==> config.mk <==
export PLATFORM = sky130hd
export DESIGN_NAME = adc_mux_scheduler
export DESIGN_NICKNAME = d
export VERILOG_FILES = /design/src/rtl/adc_mux_scheduler.sv
export SDC_FILE = /design/constraint.sdc
export NUM_CORES = 1
export LEC_CHECK = 0
export ABC_CLOCK_PERIOD_IN_PS = 2780
export CORE_AREA = 4 4 89 91
export DETAILED_ROUTE_END_ITERATION = 16
export DIE_AREA = 0 0 93 95
export PLACE_DENSITY = 0.75
export REMOVE_ABC_BUFFERS = 1
export SLEW_MARGIN = 5
export SYNTH_ARGS = -nofsm -noshare
export SYNTH_HDL_FRONTEND = slang
export SYNTH_SLANG_ARGS = --single-unit
==> constraint.sdc <==
create_clock -name clk -period 2.78 [get_ports clk]
set_input_delay 0.556 -clock clk [delete_from_list [all_inputs] [get_ports clk]]
set_output_delay 0.556 -clock clk [all_outputs]
set_load 0.02 [all_outputs]
==> src/rtl/adc_mux_scheduler.sv <==
// Two-input ADC mux sequencer: drives the select line, blanks a settling window after
// every select change, then block-averages 2^LOG2_AVG samples per channel frame.
module adc_mux_scheduler #(
   parameter int unsigned SETTLE_CYCLES = 8,
   parameter int unsigned LOG2_AVG      = 4
) (
   input  logic        clk,
   input  logic        rst,
   input  logic        enable,
   input  logic [1:0]  mode,
   input  logic [13:0] adc_i,
   output logic        user_cntr,
   output logic [13:0] data_a_o,
   output logic        valid_a_o,
   output logic [13:0] data_b_o,
   output logic        valid_b_o,
   output logic        busy_o
);

   localparam int ACC_W = 14 + LOG2_AVG;
   localparam int SMP_W = LOG2_AVG + 1;
   localparam logic [SMP_W-1:0] SMP_LAST    = SMP_W'((32'd1 << LOG2_AVG) - 32'd1);
   localparam logic [7:0]       SETTLE_LAST = 8'(SETTLE_CYCLES - 32'd1);

   typedef enum logic [1:0] {
      ST_IDLE   = 2'd0,
      ST_SETTLE = 2'd1,
      ST_ACQ    = 2'd2
   } state_t;

   state_t                   state_q, state_d;
   logic                     sel_q, sel_d;
   logic [7:0]               settle_cnt_q, settle_cnt_d;
   logic [SMP_W-1:0]         smp_cnt_q, smp_cnt_d;
   logic signed [ACC_W-1:0]  acc_q, acc_d;
   logic [13:0]              data_a_q, data_a_d;
   logic [13:0]              data_b_q, data_b_d;
   logic                     valid_a_q, valid_a_d;
   logic                     valid_b_q, valid_b_d;
   logic signed [ACC_W-1:0]  adc_ext_s;
   logic signed [ACC_W-1:0]  acc_sum_s;
   logic                     fixed_sel_s;

   assign adc_ext_s   = ACC_W'($signed(adc_i));
   assign acc_sum_s   = acc_q + adc_ext_s;
   // Fixed modes: 00 selects A (1), 01 selects B (0).
   assign fixed_sel_s = ~mode[0];

   // Next-state, select, accumulator and result logic.
   always_comb begin
      state_d      = state_q;
      sel_d        = sel_q;
      settle_cnt_d = settle_cnt_q;
      smp_cnt_d    = smp_cnt_q;
      acc_d        = acc_q;
      data_a_d     = data_a_q;
      data_b_d     = data_b_q;
      valid_a_d    = 1'b0;
      valid_b_d    = 1'b0;
      case (state_q)
         ST_IDLE: begin
            if (enable) begin
               sel_d        = (mode == 2'b01) ? 1'b0 : 1'b1;
               settle_cnt_d = 8'd0;
               state_d      = ST_SETTLE;
            end else begin
               state_d = ST_IDLE;
            end
         end
         ST_SETTLE: begin
            if (!enable) begin
               state_d = ST_IDLE;
            end else if (settle_cnt_q == SETTLE_LAST) begin
               acc_d     = '0;
               smp_cnt_d = '0;
               state_d   = ST_ACQ;
            end else begin
               settle_cnt_d = settle_cnt_q + 8'd1;
            end
         end
         ST_ACQ: begin
            if (smp_cnt_q == SMP_LAST) begin
               // Frame boundary: publish floor average, then re-sample mode.
               if (sel_q) begin
                  data_a_d  = acc_sum_s[LOG2_AVG +: 14];
                  valid_a_d = 1'b1;
               end else begin
                  data_b_d  = acc_sum_s[LOG2_AVG +: 14];
                  valid_b_d = 1'b1;
               end
               acc_d        = '0;
               smp_cnt_d    = '0;
               settle_cnt_d = 8'd0;
               if (!enable) begin
                  state_d = ST_IDLE;
               end else if (mode[1]) begin
                  sel_d   = ~sel_q;
                  state_d = ST_SETTLE;
               end else if (fixed_sel_s != sel_q) begin
                  sel_d   = fixed_sel_s;
                  state_d = ST_SETTLE;
               end else begin
                  state_d = ST_ACQ;
               end
            end else if (!enable) begin
               state_d = ST_IDLE;
            end else begin
               acc_d     = acc_sum_s;
               smp_cnt_d = smp_cnt_q + SMP_W'(1);
            end
         end
         default: begin
            state_d = ST_IDLE;
         end
      endcase
   end

   // State and output registers with synchronous reset.
   always_ff @(posedge clk) begin
      if (rst) begin
         state_q      <= ST_IDLE;
         sel_q        <= 1'b1;
         settle_cnt_q <= 8'd0;
         smp_cnt_q    <= '0;
         acc_q        <= '0;
         data_a_q     <= 14'd0;
         data_b_q     <= 14'd0;
         valid_a_q    <= 1'b0;
         valid_b_q    <= 1'b0;
      end else begin
         state_q      <= state_d;
         sel_q        <= sel_d;
         settle_cnt_q <= settle_cnt_d;
         smp_cnt_q    <= smp_cnt_d;
         acc_q        <= acc_d;
         data_a_q     <= data_a_d;
         data_b_q     <= data_b_d;
         valid_a_q    <= valid_a_d;
         valid_b_q    <= valid_b_d;
      end
   end

   assign user_cntr = sel_q;
   assign data_a_o  = data_a_q;
   assign data_b_o  = data_b_q;
   assign valid_a_o = valid_a_q;
   assign valid_b_o = valid_b_q;
   assign busy_o    = (state_q != ST_IDLE);

endmodule
==> key figures <==
Floorplan
  – Die height: between 90 and 100 um
  – Die Area: roughly 9000 um^2
  – Die X: slightly above 90 um
  – Initial Util: 0.480
  – Row Count: 31
  – Ports: 51
  – Area of the core: a little over 7000 um^2

Placed design
  – Setup WS pre-CTS: -0.342 ns
  – Port-buffer cells: 50
  – Routability cong.: 0.881
  – DP Wirelength: ~6600 um

Setup path
  – CP Max Fanout: 3
  – Startpoint types: primary input
  – CP max stage delay: 0.46 ns
  – Worst-path cell chain: clkdlybuf4s50_1, ha_1, inv_1, fa_2, nor2b_2, o21a_1, o21ai_1, a211o_1, a31oi_4, nor4b_1, a221o_1
  – Crit end category: register
  – Req. time, crit path: just over 3 ns
  – Slowest CP cell: clkdlybuf4s50_1
  – Reg2reg start: settle_cnt_q[4]
  – Critical path class: primary input to register
  – Critical Path Start: adc_i[0]
  – CP delay by family, top: compound AO/OA/AOI/OAI gates
  – Crit path buffers/inverters: 2
  – Worst Path Arrival: 2.88 ns

Final layout
  – N_diodes: 0
  – Nets: approximately 550
  – Core Util, Final: 0.648
  – Share of cells above drive strength 1: 0.170
  – Syn-to-layout area delta: 35.1%

Route
  – Post-route ant nets: 0
  – Total length of routed met3 wires: 297 um
  – DR iter-0 viols: 152
  – Met1 WL: between 4000 and 5000 um
  – Detailed-route DRC error count: 0
  – Vias: ~3,300
  – Max layer used: met4
  – WL/cell: 14.3 um
  – TritonRoute pass-1 iters: 4
  – Via density: about 5.4
  – Total routed wirelength: a little under 9000 um
  – Routed wl met2: between 4000 and 5000 um

Synth
  – Synth Register Bits: 64
  – Count leader, synth: dfxtp_1
  – Synth cell types: 54
  – Main flop type after synthesis: dfxtp_1
  – Yosys top cell area share: 0.374
  – Ys async rst share: 0
  – EDFF count, synth: 0
  – Mapped cell area: about 3400 um^2
  – Seq/Total Area, Yosys: 0.374
  – Synth area leaders: dfxtp_1 (37%), ha_1 (6.9%), a21oi_1 (5.7%)
  – Synth Instances: 415
  – Synth top cells by count: dfxtp_1 (64), nand2_1 (43), a21oi_1 (39), nor2_1 (39), o21ai_0 (27)
  – Synth warnings: 0
  – Mean Syn Cell Area: about 8.3 um^2
  – Largest area contributor in the netlist: dfxtp_1

CTS
  – Worst-path clk slew: roughly 0.070 ns
  – Clk Latency, worst-skew pair: roughly 0.36 ns
  – H-tree Lvls: 3
  – CTS Buf Count: 9
  – Hold_buf cts: 0
  – CTS tree: done
  – Deepest clock path buffer count: 2
  – Clk sinks: 64
  – Root Buffer: clkbuf_8

STA
  – Part of the cycle the worst path needs: 0.950
  – Setup ws final: between 0.1 and 0.15 ns
  – Final setup fails: 0
  – Final worst path period need: roughly 2.6 ns
  – Fmax: between 0.3 and 0.4 GHz
  – Max-slew violation count: 0
  – Slew @ Worst Pin: 0.693 ns
  – Final Skew: 0.00930 ns
  – Final hold violations: 0
  – Slew HR: 0.538
  – Worst hold slack: approximately 0.46 ns

Worst hold path
  – Hold/Removal Path Class: register to register
  – Hold wc startpoint: data_b_o[11]

Global route
  – Initial antenna violation count: 0
  – Total gr overflow: 0
  – Pin count of the biggest net entering global routing: 43
  – Vias in the first global route: ~3,100
  – Total Routing Usage GR: 0.212
  – First-pass GRT wire length: ~15,000 um

Status
  – Run status: finished clean

Pwr
  – Peak VDD IR: between 200 and 300 uV
  – P_leak: between 1.5 and 2 nW
  – Pwr per Cell Area: 409 nW/um^2
  – Final Power: 1.89 mW

Job
  – Max-cap violation count: 0
-- where the power goes --
group          internal (mW)  switching (mW)
clock                  0.413           0.388
sequential             0.919         0.00462
combinational         0.0853          0.0808
total                   1.42           0.474
-- kinds of logic after synthesis --
family,after synthesis,share of synthesized area
flops,64,0.374
simple gates,174,0.267
buf+inv,27,0.0296
xor+xnor,17,0.0435
compound gates,111,0.205
mux,2,0.00585
fa+ha+maj,20,0.0753
-- what timing repair did --
| action | CTS | global route |
|---|---|---|
| resized for setup | 0 | 11 |
| hold endpoints to repair | 0 | 0 |
| buffers inserted | 0 | 1 |
| setup endpoints to repair | 0 | 17 |
-- worst min-delay path: cells and delay by family (launching register included) --
| kind | cells | cell delay [ns] |
|---|---|---|
| DFF | 1 | 0.31 |
| AOI/OAI and AO/OA | 1 | 0.05 |
| and+or+nand+nor | 1 | 0.05 |
-- layout by cell type, fill, tap and decap left out, types with 2 or more instances in the layout --
cell,netlist,layout
nor2b_1,11,10
nor4_1,6,5
and3_1,5,5
or2_2,2,2
dfxtp_1,64,64
o21ai_0,27,25
clkinvlp_4,0,2
a21o_1,4,4
nand2_1,43,43
o21ai_1,2,3
or4_1,3,3
clkbuf_8,0,9
clkinv_4,0,2
o21a_1,3,3
a22oi_1,4,4
clkdlybuf4s50_1,0,48
buf_4,0,53
a21oi_1,39,38
nor3b_1,5,5
nor2_1,39,39
mux2i_1,2,2
nand3_1,15,15
and3b_1,2,2
nor3_1,9,9
or3_1,4,4
a311o_1,2,2
a211oi_1,9,8
nand3b_1,14,14
inv_1,11,11
o211ai_1,3,3
a21oi_2,1,2
nand4_1,2,2
nand4b_1,2,2
xnor2_1,9,9
ha_1,19,19
xor2_1,8,8
clkinv_2,0,2
a211o_1,3,3
nand2b_1,7,7
-- state kept, by name (all words and copies together), names as in the netlist --
| signal | flops |
|---|---|
| acc_q | 18 |
| data_a_o | 14 |
| data_b_o | 14 |
| settle_cnt_q | 8 |
| smp_cnt_q | 5 |
| state_q | 2 |
| user_cntr | 1 |
| valid_a_o | 1 |
| valid_b_o | 1 |
-- stage by stage --
stage	area (um^2)	std cells	setup TNS (ns)
after floorplan	3360	399	0
after global placement	4380	600	-3.66
after detailed placement	4380	600	-4.68
after CTS	4580	616	0
after global routing	4630	617	-0.000587
final	4630	617	0
-- final cells by class --
type | count | area (um^2)
Clock inverter | 7 | 72.6
Fill cell | 665 | 2510
Multi-Input combinational cell | 324 | 2090
Clock buffer | 9 | 124
Timing Repair Buffer | 103 | 896
Sequential cell | 64 | 1280
Inverter | 11 | 41.3
Tap cell | 99 | 124
-- metal layers --
layer  vias up  global-route usage
met5         -                   0
met4         0              0.0916
met3        16              0.0343
met2        64               0.362
met1      1552               0.264
li1       1689                   -
-- path summary, 6_finish.rpt --
path / end / slack, ns / depth (start not counted)
min reg2reg: data_b_o[11] / 0.46 / 2
max reg2reg: smp_cnt_q[0] / 0.32 / 7
max: acc_q[14] / 0.14 / 11
min: data_b_o[11] / 0.46 / 2
No activity file was read; power rests on OpenSTA's default activity.
